===== config.mk =====
export PLATFORM = sky130hd
export DESIGN_NAME = instr_prefetch_unit
export DESIGN_NICKNAME = d
export VERILOG_FILES = /design/src/rtl/prefetch_pkg.sv /design/src/rtl/prefetch_fifo.sv /design/src/rtl/instr_prefetch_unit.sv
export SDC_FILE = /design/constraint.sdc
export NUM_CORES = 1
export LEC_CHECK = 0
export CAP_MARGIN = 20
export CORE_MARGIN = 2
export CORE_UTILIZATION = 56
export CTS_CLUSTER_SIZE = 24
export DETAILED_ROUTE_END_ITERATION = 8
export GPL_TIMING_DRIVEN = 0
export HOLD_SLACK_MARGIN = 0.02
export PLACE_DENSITY = 0.79
export SLEW_MARGIN = 0
export SYNTH_ARGS = -nofsm -noshare
export SYNTH_HDL_FRONTEND = slang
export SYNTH_HIERARCHICAL = 1
export SYNTH_SLANG_ARGS = --single-unit

===== constraint.sdc =====
create_clock -name clk -period 5.7 [get_ports clk]
set_input_delay 1.425 -clock clk [delete_from_list [all_inputs] [get_ports clk]]
set_output_delay 1.425 -clock clk [all_outputs]
set_load 0.03 [all_outputs]

===== src/rtl/prefetch_pkg.sv =====
// ---------------------------------------------------------------------------
// prefetch_pkg
// Shared definitions for the instruction prefetch unit:
//   state_t        fetch FSM states (IDLE, REQ, DISCARD)
//   DEFAULT_DEPTH  default FIFO depth
//   PTR_W / CNT_W  pointer and occupancy widths for the default depth
//   ptr_width()    pointer width for an arbitrary power-of-two depth
// ---------------------------------------------------------------------------
package prefetch_pkg;

  typedef enum logic [1:0] {
    IDLE    = 2'd0,
    REQ     = 2'd1,
    DISCARD = 2'd2
  } state_t;

  localparam int DEFAULT_DEPTH = 4;
  localparam int PTR_W         = $clog2(DEFAULT_DEPTH);
  localparam int CNT_W         = PTR_W + 1;

  function automatic int ptr_width(input int depth);
    return (depth > 1) ? $clog2(depth) : 1;
  endfunction

endpackage


===== src/rtl/prefetch_fifo.sv =====
// ---------------------------------------------------------------------------
// prefetch_fifo
// Synchronous FIFO holding {instruction, pc} pairs with a registered head.
// Ports:
//   clk, reset        clock, asynchronous active-low reset
//   clear             empties the FIFO; wins over push and pop
//   push, push_instr, push_pc   write one entry
//   pop               remove the head entry
//   head_valid, head_instr, head_pc   registered head of the FIFO
//   count             current occupancy (0..DEPTH)
// ---------------------------------------------------------------------------
module prefetch_fifo
  import prefetch_pkg::*;
#(
  parameter int DATA_W = 32,
  parameter int ADDR_W = 8,
  parameter int DEPTH  = DEFAULT_DEPTH
) (
  input  logic                    clk,
  input  logic                    reset,
  input  logic                    clear,
  input  logic                    push,
  input  logic [DATA_W-1:0]       push_instr,
  input  logic [ADDR_W-1:0]       push_pc,
  input  logic                    pop,
  output logic                    head_valid,
  output logic [DATA_W-1:0]       head_instr,
  output logic [ADDR_W-1:0]       head_pc,
  output logic [$clog2(DEPTH):0]  count
);

  localparam int PW = ptr_width(DEPTH);
  localparam int CW = PW + 1;
  localparam int EW = DATA_W + ADDR_W;

  logic [EW-1:0] mem [DEPTH];

  logic [PW-1:0] rd_ptr_reg, rd_ptr_next;
  logic [PW-1:0] wr_ptr_reg, wr_ptr_next;
  logic [CW-1:0] count_reg, count_next;
  logic          pop_eff, push_eff, bypass;
  logic [EW-1:0] head_next;

  always_comb begin
    pop_eff     = pop && (count_reg != '0);
    push_eff    = push && ((count_reg != CW'(DEPTH)) || pop_eff);
    rd_ptr_next = rd_ptr_reg + PW'(pop_eff);
    wr_ptr_next = wr_ptr_reg + PW'(push_eff);
    count_next  = count_reg + CW'(push_eff) - CW'(pop_eff);
    // The head register is loaded from the slot that becomes the head after
    // this edge; when that slot is being written right now, forward the
    // incoming data so an empty FIFO shows a push after one cycle.
    bypass      = push_eff && (wr_ptr_reg == rd_ptr_next);
    head_next   = bypass ? {push_instr, push_pc} : mem[rd_ptr_next];
  end

  // Storage array, no reset so it can map onto distributed/block RAM.
  always_ff @(posedge clk) begin
    if (push_eff && !clear) begin
      mem[wr_ptr_reg] <= {push_instr, push_pc};
    end
  end

  always_ff @(posedge clk or negedge reset) begin
    if (!reset) begin
      rd_ptr_reg <= '0;
      wr_ptr_reg <= '0;
      count_reg  <= '0;
      head_valid <= 1'b0;
      head_instr <= '0;
      head_pc    <= '0;
    end else if (clear) begin
      rd_ptr_reg <= '0;
      wr_ptr_reg <= '0;
      count_reg  <= '0;
      head_valid <= 1'b0;
    end else begin
      rd_ptr_reg <= rd_ptr_next;
      wr_ptr_reg <= wr_ptr_next;
      count_reg  <= count_next;
      head_valid <= (count_next != '0);
      if (count_next != '0) begin
        {head_instr, head_pc} <= head_next;
      end
    end
  end

  assign count = count_reg;

endmodule


===== src/rtl/instr_prefetch_unit.sv =====
// ---------------------------------------------------------------------------
// instr_prefetch_unit
// Fetches instruction words over a req/ack memory handshake, buffers them
// with their PC in prefetch_fifo and presents the head to the fetch stage.
// Ports:
//   clk, reset            clock, asynchronous active-low reset
//   redirect, redirect_pc flush buffer and restart fetching at redirect_pc
//   hold                  consumer stall; head is not consumed while 1
//   instr_valid, instr, instr_pc   registered head entry
//   mem_req, mem_addr     registered fetch request (one outstanding max)
//   mem_ack, mem_data     memory response, data valid with ack
//   count                 FIFO occupancy
// ---------------------------------------------------------------------------
module instr_prefetch_unit
  import prefetch_pkg::*;
#(
  parameter int ADDR_W = 8,
  parameter int DATA_W = 32,
  parameter int DEPTH  = DEFAULT_DEPTH
) (
  input  logic                    clk,
  input  logic                    reset,
  input  logic                    redirect,
  input  logic [ADDR_W-1:0]       redirect_pc,
  input  logic                    hold,
  output logic                    instr_valid,
  output logic [DATA_W-1:0]       instr,
  output logic [ADDR_W-1:0]       instr_pc,
  output logic                    mem_req,
  output logic [ADDR_W-1:0]       mem_addr,
  input  logic                    mem_ack,
  input  logic [DATA_W-1:0]       mem_data,
  output logic [$clog2(DEPTH):0]  count
);

  localparam int CW = ptr_width(DEPTH) + 1;

  state_t            state_reg, state_next;
  logic [ADDR_W-1:0] fetch_pc_reg, fetch_pc_next;
  logic [ADDR_W-1:0] mem_addr_reg, mem_addr_next;
  logic              mem_req_reg, mem_req_next;
  logic [ADDR_W-1:0] fetch_pc_inc, target_pc;
  logic              push, pop, space_after;
  logic [CW-1:0]     occ_after;

  prefetch_fifo #(
    .DATA_W (DATA_W),
    .ADDR_W (ADDR_W),
    .DEPTH  (DEPTH)
  ) u_fifo (
    .clk        (clk),
    .reset      (reset),
    .clear      (redirect),
    .push       (push),
    .push_instr (mem_data),
    .push_pc    (mem_addr_reg),
    .pop        (pop),
    .head_valid (instr_valid),
    .head_instr (instr),
    .head_pc    (instr_pc),
    .count      (count)
  );

  always_comb begin
    // Redirect outranks the consumer and the memory: nothing is popped or
    // pushed in a redirect cycle, the FIFO is simply cleared.
    pop          = instr_valid && !hold && !redirect;
    push         = (state_reg == REQ) && mem_ack && !redirect;
    occ_after    = CW'(count) + CW'(push) - CW'(pop);
    space_after  = (occ_after < CW'(DEPTH));
    fetch_pc_inc = fetch_pc_reg + ADDR_W'(1);
    target_pc    = redirect ? redirect_pc : fetch_pc_reg;

    state_next    = state_reg;
    fetch_pc_next = fetch_pc_reg;
    mem_req_next  = mem_req_reg;
    mem_addr_next = mem_addr_reg;

    if (redirect) begin
      fetch_pc_next = redirect_pc;
    end

    case (state_reg)
      IDLE: begin
        // After a redirect the FIFO is empty, so space is guaranteed.
        if (redirect || space_after) begin
          state_next    = REQ;
          mem_req_next  = 1'b1;
          mem_addr_next = target_pc;
        end
      end
      REQ: begin
        if (redirect) begin
          if (mem_ack) begin
            state_next    = REQ;
            mem_addr_next = redirect_pc;
          end else begin
            // Request still in flight: keep it up until it completes and
            // throw its data away.
            state_next = DISCARD;
          end
        end else if (mem_ack) begin
          fetch_pc_next = fetch_pc_inc;
          if (space_after) begin
            mem_addr_next = fetch_pc_inc;
          end else begin
            state_next   = IDLE;
            mem_req_next = 1'b0;
          end
        end
      end
      DISCARD: begin
        if (mem_ack) begin
          if (redirect || space_after) begin
            state_next    = REQ;
            mem_req_next  = 1'b1;
            mem_addr_next = target_pc;
          end else begin
            state_next   = IDLE;
            mem_req_next = 1'b0;
          end
        end
      end
      default: begin
        state_next   = IDLE;
        mem_req_next = 1'b0;
      end
    endcase
  end

  always_ff @(posedge clk or negedge reset) begin
    if (!reset) begin
      state_reg    <= IDLE;
      fetch_pc_reg <= '0;
      mem_req_reg  <= 1'b0;
      mem_addr_reg <= '0;
    end else begin
      state_reg    <= state_next;
      fetch_pc_reg <= fetch_pc_next;
      mem_req_reg  <= mem_req_next;
      mem_addr_reg <= mem_addr_next;
    end
  end

  assign mem_req  = mem_req_reg;
  assign mem_addr = mem_addr_reg;

endmodule


==> summary.md, run 1 <==
| Metric | Value |
|---|---|
| Final count of hold timing violations | 0 |
| Resized cells post-CTS | 0 |
| Part of the power in registers | 42.5% |
| Crit-path slowest cell | or4b_4 |
| Die extent in x | 132.9 um |
| Reg with most FFs | u_fifo/mem |
| Max Clock Freq | 0.1991 GHz |
| Inserted Clock Buffers | 23 |
| Worst hold path startpoint | u_fifo/head_instr[17] |
| Ys async rst share | 29.52% |
| Final Setup Violations | 0 |
| Post-synthesis cell count | 595 |
| Slew Limit Fails | 0 |
| Synth area leader | edfxtp_1 |
| Reg clk slew, reported paths | 0.06 ns |
| Total number of yosys warnings | 6 |
| Worst Path Buf+Inv | 5 |
| Top cell type's share of synthesized area | 51.65% |
| Worst Setup Start Kind | input pin |
| Netlist cell types | 48 |
| Worst Hold Class | register to register |
| CTS Buffer Depth | 3 |
| Design area | 11460 sq um |
| RSZ-0062 raised after global routing | no |
| IO Port Bufs | 96 |
| WL/cell | 20.75 um |
| Commonest cells in the netlist | edfxtp_1, nand2_1, dfrtp_1, nor2_1, a31oi_1 |
| Net Switching | 1.645 mW |
| Mapped Area | 9301 sq um |
| CTS Sinks | 227 |
| Maxcap violations | 0 |
| Routability cong. | 0.8945 |
| Post-synth EDFFs | 160 |
| CTS root buf | clkbuf_16 |
| Vias in the first global route | 5795 |
| Required @ worst endpoint | 6.07 ns |
| Mean Syn Cell Area | 15.63 sq um |
| Status | completed |
| ANT cells | 0 |
| Drt pass-1 iters | 4 |
| Share of the clock period used by the worst path | 88.11% |
| DIE AREA | 17660 sq um |
| Worst r2r dst | u_fifo/head_instr[7] |
| FILL cells | 1021 |
| IO Pins | 98 |
| Switching share of total power | 31.43% |
| Synth Register Bits | 227 |
| Die height | 132.9 um |
| Max stage delay on crit path | 0.62 ns |
| P per Cell Area | 456.4 nW/um^2 |
| Hold worst-path end | u_fifo/head_instr[17] |
| Max reg flops | 160 |
| DRT iter0 DRCs | 464 |
| Hold path cells | 2 |
| Worst reg-to-reg path cell count | 12 |
| Worst setup EP type | register |
| Worst-skew pair later-pin latency | 0.50 ns |
| Placed cell area | 10730 sq um |
| Initial antenna violation count | 0 |
| Htree depth | 1 |
| Comb power frac | 29.4% |
| Clock Skew | 0.01364 ns |
| Syn_nets | 648 |
| Cell with the most instances after synthesis | edfxtp_1 |
| Worst slew pin tran | 1.009 ns |
| Leakage power | 4.100 nW |
| Routed WL | 19940 um |
| Largest cells by area after synthesis | edfxtp_1, dfrtp_1, mux4_2 |
| Clk pwr share | 28.1% |
| Minimum clock period | 5.023 ns |
| Synth Flop Type | edfxtp_1 |
| Global Route Usage Sum | 23.01% |
| Overflow after GRT | 0 |
| First-pass GRT wire length | 31570 um |
| Critical path class | input pin to register |
| Nets | 778 |
| Pint | 3.588 mW |
| Rows | 47 |
| CTS Hold Bufs | 0 |
| Largest net degree at the start of global routing | 46 |
| Via count | 5610 |
| CP cell instances | clkdlybuf4s50_1 > clkbuf_1 > nor3b_1 > or4b_4 > nand2_1 > ha_1 > inv_1 > ha_1 > inv_1 > fa_1 > xnor3_1 > a31oi_4 > buf_2 > a31oi_1 |
| Post-CTS Setup Inserts | 0 |
| Area delta synth->final | 23.26% |
| Final core utilization | 69.88% |
| Peak VDD IR | 0.2638 mV |
| Slew HR | 32.64% |
| Largest delay contributor family on the critical path | buffers and inverters |
| DRC violations left | 0 |
| HPWL after DPL | 12620 um |
| Worst hold margin | 0.5464 ns |
| Share of layout cells above drive strength 1 | 17.54% |
| R2r startpoint | u_fifo/head_valid |
| Reg2Reg Setup Slack | 2.18 ns |
| CTS tree | built |
| Regs by FF count | u_fifo/mem: 160 flops, u_fifo/head_instr: 32 flops |
| Core Region | 16410 sq um |
| Initial Utilization | 56.69% |
| Sequential share of the synthesized area | 69.68% |
| Critical path fanouts, max | 10 |
| Crit path DAT | 5.39 ns |
| Vias per cell | 5.838 |
| Antenna-violating nets left | 0 |
## placed cells by master (no fill, tap or decap), types with 5 or more instances in the layout
cell             count
edfxtp_1           160
clkdlybuf4s50_1     95
nand2_1             89
dfrtp_1             67
nor2_1              52
a31oi_1             41
mux4_2              40
buf_2               24
clkbuf_16           23
clkbuf_1            12
mux2_2              10
inv_1                9
xnor2_1              8
buf_6                8
ha_1                 7
xor2_1               5
a21oi_1              5
o31a_1               5
o21ai_0              5
nor2b_1              5
## worst min-delay path, delay by kind of cell, from the launching register on
family	cells	cell delay [ns]
flops	1	0.34
simple gates	1	0.05
compound gates	1	0.12
## stage by stage
step	TNS (ns)	setup slack [ns]	cells	power, mW
after floorplan	0	0.1269	595	3.153
after global placement	-199.67	-3.003	911	3.728
after detailed placement	0	0.2363	920	3.790
after CTS	0	0.7144	961	5.274
after global routing	0	0.4439	961	5.457
final	0	0.6775	961	5.233
## power by group through the flow
stage          logic, mW  registers [mW]  clock network, mW
6_report            1.54            2.22               1.47
5_1_grt             1.64            2.25               1.57
4_1_cts             1.55            2.23               1.50
3_5_place_dp        1.54            2.25                  0
3_3_place_gp        1.49            2.24                  0
2_1_floorplan      0.592            2.56                  0
## how the worst max path moves through the flow
stage | from | endpoint | slack (ns) | cells past startpoint
detailed placement | redirect | u_fifo/head_instr[7] | 0.24 | 14
global route | redirect | u_fifo/head_instr[7] | 0.44 | 14
global placement | redirect | u_fifo/mem[0][19] | -3.00 | 8
finish | redirect | u_fifo/head_instr[7] | 0.68 | 14
floorplan | redirect | u_fifo/mem[0][0] | 0.13 | 7
CTS | redirect | u_fifo/head_instr[7] | 0.71 | 14
## cell type report
class / count / area, sq um / share of cell area (%)
repair buffers: 105 / 1130 / 9.855
multi-input cells: 324 / 2609 / 22.75
flip-flops and latches: 227 / 6481 / 56.53
clock inverters: 8 / 110.1 / 0.9604
clock buffers: 33 / 623.1 / 5.435
plain buffers: 34 / 198.9 / 1.735
inverters: 10 / 37.54 / 0.3274
well taps: 220 / 275.3 / 2.401
## logic make-up (layout without fill, tap and decap cells)
group | Yosys count | after routing | synth area share, %
XOR/XNOR | 15 | 15 | 1.708
adder cells (fa/ha/maj) | 8 | 8 | 1.157
buffers and inverters | 44 | 190 | 2.542
AO/OA/AOI/OAI | 64 | 64 | 4.614
AND/OR/NAND/NOR | 183 | 183 | 8.919
multiplexers | 54 | 54 | 11.38
flip-flops | 227 | 227 | 69.68
## per-layer routing
layer / GRT usage (%) / wire length (um) / part of all wire (%)
met5: 0 / 0 / 0
met4: 6.511 / 308 / 1.5
met3: 3.257 / 1152 / 5.8
met2: 39.64 / 10280 / 52
met1: 31.09 / 8196 / 41
Power figures use the tool's default switching activity.
==> run 2, diff against run 1 <==
--- a/config.mk
+++ b/config.mk
@@ -7,12 +7,12 @@
 export LEC_CHECK = 0
 export CAP_MARGIN = 20
 export CORE_MARGIN = 2
-export CORE_UTILIZATION = 56
+export CORE_UTILIZATION = 51
 export CTS_CLUSTER_SIZE = 24
 export DETAILED_ROUTE_END_ITERATION = 8
 export GPL_TIMING_DRIVEN = 0
-export HOLD_SLACK_MARGIN = 0.02
-export PLACE_DENSITY = 0.79
+export HOLD_SLACK_MARGIN = 0.08
+export PLACE_DENSITY = 0.76
 export SLEW_MARGIN = 0
 export SYNTH_ARGS = -nofsm -noshare
 export SYNTH_HDL_FRONTEND = slang
==> constraint.sdc (replaced) <==
create_clock -name clk -period 4.3 [get_ports clk]
set_input_delay 1.075 -clock clk [delete_from_list [all_inputs] [get_ports clk]]
set_output_delay 1.075 -clock clk [all_outputs]
set_load 0.03 [all_outputs]
==> summary.md, run 2 (synthesis results as in run 1) <==
| Metric | Value |
|---|---|
| Status | completed |
| Regs by FF count | u_fifo/mem: 160 flops, u_fifo/head_instr: 32 flops |
| Final cell count without fillers | 972 |
| Vias in the first global route | 5862 |
| Area delta synth->final | 24.25% |
| Placed cell count | 929 |
| Crit path DAT | 4.22 ns |
| Rows | 49 |
| CTS root buf | clkbuf_16 |
| Final count of hold timing violations | 0 |
| CTS tree | built |
| Critical path class | input pin to register |
| Maxcap violations | 0 |
| IO Pins | 98 |
| First-pass GRT wire length | 31290 um |
| Leakage power | 4.146 nW |
| Critical path fanouts, max | 10 |
| DRT iter0 DRCs | 406 |
| Inserted Clock Buffers | 23 |
| Final core utilization | 64.56% |
| Antenna-violating nets left | 0 |
| Share of the clock period used by the worst path | 89.85% |
| WL/cell | 20.32 um |
| Initial antenna violation count | 0 |
| P per Cell Area | 612.0 nW/um^2 |
| Worst Hold Class | input pin to async pin |
| Final Setup Violations | 0 |
| Share of layout cells above drive strength 1 | 18.57% |
| Routed WL | 19750 um |
| Max reg flops | 160 |
| Max Clock Freq | 0.2588 GHz |
| Htree depth | 1 |
| Largest delay contributor family on the critical path | buffers and inverters |
| Drt pass-1 iters | 5 |
| Worst Setup Start Kind | input pin |
| Overflow after GRT | 0 |
| Slew Limit Fails | 0 |
| Worst slew pin tran | 0.8346 ns |
| R2r startpoint | u_fifo/head_valid |
| HPWL after DPL | 12510 um |
| CTS Buffer Depth | 3 |
| Die height | 139.1 um |
| DRC violations left | 0 |
| Worst Path Buf+Inv | 6 |
| Core Region | 17900 sq um |
| ANT cells | 0 |
| Required @ worst endpoint | 4.66 ns |
| Initial Utilization | 51.96% |
| CP cell instances | dlymetal6s2s_1 > buf_4 > nor3b_1 > or4b_4 > nand2_1 > ha_1 > inv_1 > ha_1 > inv_1 > fa_1 > xnor3_1 > a31oi_4 > buf_12 > buf_2 > a31oi_1 |
| Slew HR | 44.23% |
| Most common cell after layout, fill and taps aside | edfxtp_1 |
| Critical path origin | redirect |
| Vias per cell | 5.672 |
| RSZ-0062 raised after global routing | no |
| Largest net degree at the start of global routing | 66 |
| Reg clk slew, reported paths | 0.06 ns |
| Most frequent cells in the layout | edfxtp_1, clkdlybuf4s50_1, nand2_1 |
| IO Port Bufs | 96 |
| DIE AREA | 19330 sq um |
| Global Route Usage Sum | 20.60% |
| Via count | 5513 |
| Crit-path slowest cell | nor3b_1 |
| CTS Sinks | 227 |
| Die extent in x | 139.1 um |
| Worst-skew pair later-pin latency | 0.50 ns |
| Clock Skew | 0.01037 ns |
| Nets | 780 |
| Routability cong. | 0.8710 |
| Max stage delay on crit path | 0.49 ns |
| Peak VDD IR | 0.4421 mV |
| Minimum clock period | 3.864 ns |
| Worst setup EP type | register |
| Reg with most FFs | u_fifo/mem |
-- run 2: timing repair --
action,in CTS,in global routing
buffers inserted,2,0
pin swaps,1,0
hold buffers,0,0
endpoints found under the hold margin,0,0
endpoints found under the setup margin,41,40
resized for setup,1,6
-- run 2: through the flow --
| step | total power [mW] | setup slack [ns] | setup TNS (ns) | instance area [sq um] | hold WS, ns |
|---|---|---|---|---|---|
| floorplan | 4.179 | 0.07701 | 0 | 9311 | 0.5738 |
| global placement | 4.939 | -2.170 | -317.44 | 10560 | 0.5284 |
| detailed placement | 5.030 | -0.7914 | -32.13 | 10740 | 0.5422 |
| CTS | 7.126 | 0.03500 | 0 | 11550 | 0.3578 |
| global route | 7.379 | 0.3109 | 0 | 11560 | 0.3562 |
| finish | 7.073 | 0.4363 | 0 | 11560 | 0.3737 |
-- run 2: worst paths after layout --
| path | to | slack (ns) | depth (start not counted) |
|---|---|---|---|
| setup / recovery | u_fifo/head_pc[7] | 0.44 | 15 |
| hold / removal | u_fifo/head_instr[8] | 0.37 | 1 |
| setup reg to reg | u_fifo/head_pc[7] | 1.01 | 13 |
| hold reg to reg | u_fifo/head_instr[31] | 0.55 | 2 |
| max in group asynchronous | mem_addr[4] | 3.39 | 2 |
| min in group clk | u_fifo/head_instr[31] | 0.55 | 2 |
-- run 2: cell type report --
| cell class | count | area, sq um |
|---|---|---|
| plain buffers | 34 | 206.4 |
| flip-flops and latches | 227 | 6481 |
| well taps | 229 | 286.5 |
| inverters | 10 | 37.54 |
| repair buffers | 107 | 1150 |
| clock buffers | 35 | 650.6 |
| clock inverters | 6 | 130.1 |
| fillers | 1259 | 6345 |
| multi-input cells | 324 | 2615 |
-- run 2: per-layer routing --
layer	up-vias	track usage (%)	share of wire, %
met5	-	0	0
met2	170	35.08	51
met3	30	3.833	6.0
li1	2498	-	-
met4	0	5.529	1.8
met1	2815	27.70	41
-- run 2: where the power goes --
group,internal (mW),total [mW],switching (mW)
clock network,1.28,2.06,0.783
registers,2.70,2.95,0.248
logic,0.900,2.06,1.16
total,4.88,7.07,2.20
